`src/rtl/if_stage.sv`:
```
// Instruction fetch stage: PC sequencing with redirect/stall priority, and the
// IF/ID pipeline register feeding decode.
module if_stage #(
    parameter int DATA_W = 32
) (
    input  logic              clk,
    input  logic              rst,
    input  logic              stall,
    input  logic              flush,
    input  logic              jtype,
    input  logic [DATA_W-1:0] jaddr,
    input  logic              excpt,
    input  logic [DATA_W-1:0] ejpc,
    input  logic [DATA_W-1:0] inst_in,
    output logic              rom_ce,
    output logic [DATA_W-1:0] pc,
    output logic [DATA_W-1:0] id_pc,
    output logic [DATA_W-1:0] id_inst,
    output logic              id_valid,
    output logic [DATA_W-1:0] fetch_cnt
);

    typedef enum logic {
        OFF = 1'b0,
        RUN = 1'b1
    } state_t;

    state_t            state_q;
    state_t            state_d;

    logic [DATA_W-1:0] pc_p0;
    logic [DATA_W-1:0] pc_d;
    logic [DATA_W-1:0] id_pc_p1;
    logic [DATA_W-1:0] id_inst_p1;
    logic              vld_p1;
    logic [DATA_W-1:0] id_pc_d;
    logic [DATA_W-1:0] id_inst_d;
    logic              vld_d;
    logic [DATA_W-1:0] fetch_cnt_q;
    logic [DATA_W-1:0] fetch_cnt_d;
    logic              redirect;

    function automatic logic [DATA_W-1:0] word_align(input logic [DATA_W-1:0] addr);
        return {addr[DATA_W-1:2], 2'b00};
    endfunction

    always_ff @(posedge clk) begin
        if (rst) begin
            state_q <= OFF;
        end else begin
            state_q <= state_d;
        end
    end

    always_comb begin
        state_d = state_q;
        case (state_q)
            OFF:     state_d = RUN;
            RUN:     state_d = RUN;
            default: state_d = OFF;
        endcase
    end

    assign redirect = excpt | jtype;

    always_comb begin
        pc_d = pc_p0;
        if (state_q == OFF) begin
            pc_d = '0;
        end else if (excpt) begin
            pc_d = word_align(ejpc);
        end else if (jtype) begin
            pc_d = word_align(jaddr);
        end else if (!stall) begin
            pc_d = pc_p0 + DATA_W'(4);
        end
    end

    // A redirect squashes the instruction fetched alongside it; no delay slot.
    always_comb begin
        id_pc_d     = id_pc_p1;
        id_inst_d   = id_inst_p1;
        vld_d       = vld_p1;
        fetch_cnt_d = fetch_cnt_q;
        if (state_q == OFF || redirect || flush) begin
            id_pc_d   = '0;
            id_inst_d = '0;
            vld_d     = 1'b0;
        end else if (!stall) begin
            id_pc_d     = pc_p0;
            id_inst_d   = inst_in;
            vld_d       = 1'b1;
            fetch_cnt_d = fetch_cnt_q + DATA_W'(1);
        end
    end

    // Stage p0: fetch address register
    always_ff @(posedge clk) begin
        if (rst) begin
            pc_p0 <= '0;
        end else begin
            pc_p0 <= pc_d;
        end
    end

    // Stage p1: IF/ID register and delivered-instruction counter
    always_ff @(posedge clk) begin
        if (rst) begin
            id_pc_p1    <= '0;
            id_inst_p1  <= '0;
            vld_p1      <= 1'b0;
            fetch_cnt_q <= '0;
        end else begin
            id_pc_p1    <= id_pc_d;
            id_inst_p1  <= id_inst_d;
            vld_p1      <= vld_d;
            fetch_cnt_q <= fetch_cnt_d;
        end
    end

    assign rom_ce    = (state_q == RUN);
    assign pc        = pc_p0;
    assign id_pc     = id_pc_p1;
    assign id_inst   = id_inst_p1;
    assign id_valid  = vld_p1;
    assign fetch_cnt = fetch_cnt_q;

endmodule
```
`config.mk`:
```
export PLATFORM = sky130hd
export DESIGN_NAME = if_stage
export DESIGN_NICKNAME = d
export VERILOG_FILES = /design/src/rtl/if_stage.sv
export SDC_FILE = /design/constraint.sdc
export NUM_CORES = 1
export LEC_CHECK = 0
export ABC_AREA = 0
export CORE_ASPECT_RATIO = 1.2
export CORE_MARGIN = 2
export CORE_UTILIZATION = 48
export DETAILED_ROUTE_END_ITERATION = 10
export PLACE_DENSITY = 0.92
export SYNTH_ARGS = -nofsm -noshare
export SYNTH_HDL_FRONTEND = slang
export SYNTH_SLANG_ARGS = --single-unit
```
`constraint.sdc`:
```
create_clock -name clk -period 5.85 [get_ports clk]
set_clock_uncertainty 0.1 [all_clocks]
set_input_delay 0.585 -clock clk [delete_from_list [all_inputs] [get_ports clk]]
set_output_delay 0.585 -clock clk [all_outputs]
set_load 0.05 [all_outputs]
```
==> results.cfg <==
[setup_path]
r2r_setup_slack_ns = 3.29
cp-start-kind = input port
arrival_ns = 3.35
startpoint = excpt
timing.rr.start = pc[4]
cp.required_ns = 6.07
critPathMaxStageDelay_ns = 0.87
path_cells = clkdlybuf4s50_1 -> buf_4 -> clkinv_1 -> nand3b_1 -> a21oi_1 -> a311oi_1
cp_max_fo = 44
end_kind = register
cp_num_buf_inv = 3
cp_slowest_cell = nand3b_1
cpLargestDelayFamily = buffers and inverters
criticalPathCategory = in -> reg

[sta]
slew_violations = 0
final.min_clock_period_ns = 3.12
max_freq_mhz = 320
rsz0062_at_grt = no
relSlewSlack = 0.400
worst_slew_pin_slew_ns = 0.899
hold_slack_ns = 0.383
post-route-period-util = 0.534
finalSetupViolCount = 0
hold_violations = 0
setup_slack_ns = 2.73
finalSetupTns_ns = 0

[floorplan]
die_h_um = 126
die_area_um2 = 13400
io_pins = 232
core_region_area_um2 = 12100
rows = 44
initial_core_util = 0.494
die_x_um = 106

[cells_and_area]
mostFrequentLayoutCells = 222 x clkdlybuf4s50_1, 126 x dfxtp_1, 111 x nor2_1
syn_to_final_growth_pct = 48.0
final_common_cell = clkdlybuf4s50_1
layout-drive-gt1-share = 0.0705
fillers = 830
final_cells = 1055
diodes = 0
fin_nets = 985

[clock_network]
cts_tree = done
cts_buffers = 17
cts-hold-fix-buffers = 0
cts_sinks = 126
ctsResizeCount = 0
cts_max_path_buffers = 2
clkSlewWorstSetupHoldPaths_ns = 0.07
post-cts-setup-buffers = 0
worstSkewPairLatency_ns = 0.42
clock-root-buffer = clkbuf_16
cts_max_level = 4

[hold_path]
hp-start = id_valid
hp-class = reg -> reg

[drt]
totalWireLength_um = 19500
drtAntennaViolNets = 0
avgRoutedWirePerCell_um = 18.5
drc = 0
first_pass_iters = 5
via_per_inst = 5.69
vias = 6001
drt_iter0_markers = 514

[place]
portBuffers = 223
pre_cts_slack_ns = 2.43
placed_cells = 1023
dpl.hpwl_um = 13000
routabilityCongestion = 0.831

[yosys]
synth_edf_count = 0
synthFlopType = dfxtp_1
yosysWarnings = 0
synth.top_cells.by_area = dfxtp_1 42%, mux2i_1 11%, nor2_1 7.0%, xnor2_1 3.5%, xor2_1 2.6%
yosysTopAreaCellShare = 0.421
synth.cell_area_um2 = 5990
yosys.cell_types.count = 62
syn-mean-instance-area_um2 = 8.87
syn_inst = 675
synth-seq-cells = 126
yosys.area.top_type = dfxtp_1
ys_seq_area_frac = 0.421
async_flop_share = 0

[global_route]
grt_overflow = 0
grt_pass1_vias = 5942
grt_max_degree = 50
antenna_found_initial = 0
gr-usage-all-layers = 0.288
grt_first_pass_wirelength_um = 30700

[power_and_ir_drop]
ir_drop_uv = 157
leakagePower_nw = 3.19
power.density_nw_per_um2 = 248

[job]
max_cap_viol_count = 0

[status]
status = finished clean
[sequential cells by signal, indices dropped and copies added, names as in the netlist]
signal,count
id_valid,1
rom_ce,1
fetch_cnt,32
id_inst,32
id_pc,30
pc,30
[logic make-up (layout without fill, tap and decap cells)]
logic type,Yosys count,count (layout),synth area share
buffers and inverters,62,278,0.0452
AO/OA/AOI/OAI,100,100,0.107
other,1,4,0.000626
flip-flops,126,126,0.421
adder cells (fa/ha/maj),2,2,0.00418
AND/OR/NAND/NOR,272,272,0.243
multiplexers,70,70,0.117
XOR/XNOR,42,42,0.0615
[cell type report]
cell class                 count  area [um^2]  share of cell area
multi-input combinational    490         3210               0.362
sequential                   126         2520               0.285
timing repair buffer         229         2270               0.257
clock buffer                  17          425              0.0480
tap                          161          201              0.0227
clock inverter                15          161              0.0182
inverter                      17         63.8             0.00721
[path summary, 6_finish.rpt]
kind,endpoint,depth (start not counted)
max,pc[22],6
min,id_valid,2
max reg2reg,pc[31],5
min reg2reg,id_valid,2
[tightest hold or removal path, cell delays in order (launching register included)]
cell and delay, ns:
dfxtp_1 0.32, inv_1 0.05, a21oi_1 0.06
[metal layers]
layer	track usage	vias to the layer above	share of wire
li1	-	2800	-
met1	0.336	2789	0.38
met2	0.500	355	0.51
met3	0.0745	57	0.075
met4	0.122	0	0.036
met5	0	-	0
[through the flow]
step	utilization	cell area [um^2]	total power [mW]
2_1_floorplan	-	6000	1.04
3_3_place_gp	0.683	8270	1.15
3_5_place_dp	0.683	8270	1.15
4_1_cts	0.731	8860	2.20
5_1_grt	0.731	8860	2.25
6_report	0.731	8860	2.20
[Yosys cell counts (3+ instances only)]
master,instances
dfxtp_1,126
nor2_1,111
mux2i_1,68
nand2_1,38
a21oi_1,29
clkbuf_1,27
xnor2_1,24
nand4_1,18
xor2_1,18
inv_1,16
nand3_1,16
o21ai_0,15
nor3_1,12
nor4_1,10
buf_2,9
nor3_2,9
o22ai_1,9
a211oi_1,8
and4_1,8
a31oi_1,7
nand3b_1,7
and3_1,6
nor2b_1,6
a22oi_1,5
buf_4,5
nand2b_1,5
o211ai_1,5
a221oi_1,4
nor4_2,4
o21ai_1,4
a222oi_1,3
buf_1,3
nor3b_1,3
nor4b_2,3
or3_1,3
[power by group]
| part | internal [mW] | switching [mW] |
|---|---|---|
| logic | 0.118 | 0.133 |
| registers | 0.870 | 0.0203 |
| clock network | 0.632 | 0.422 |
| total | 1.62 | 0.576 |
No activity file was read; power rests on OpenSTA's default activity.
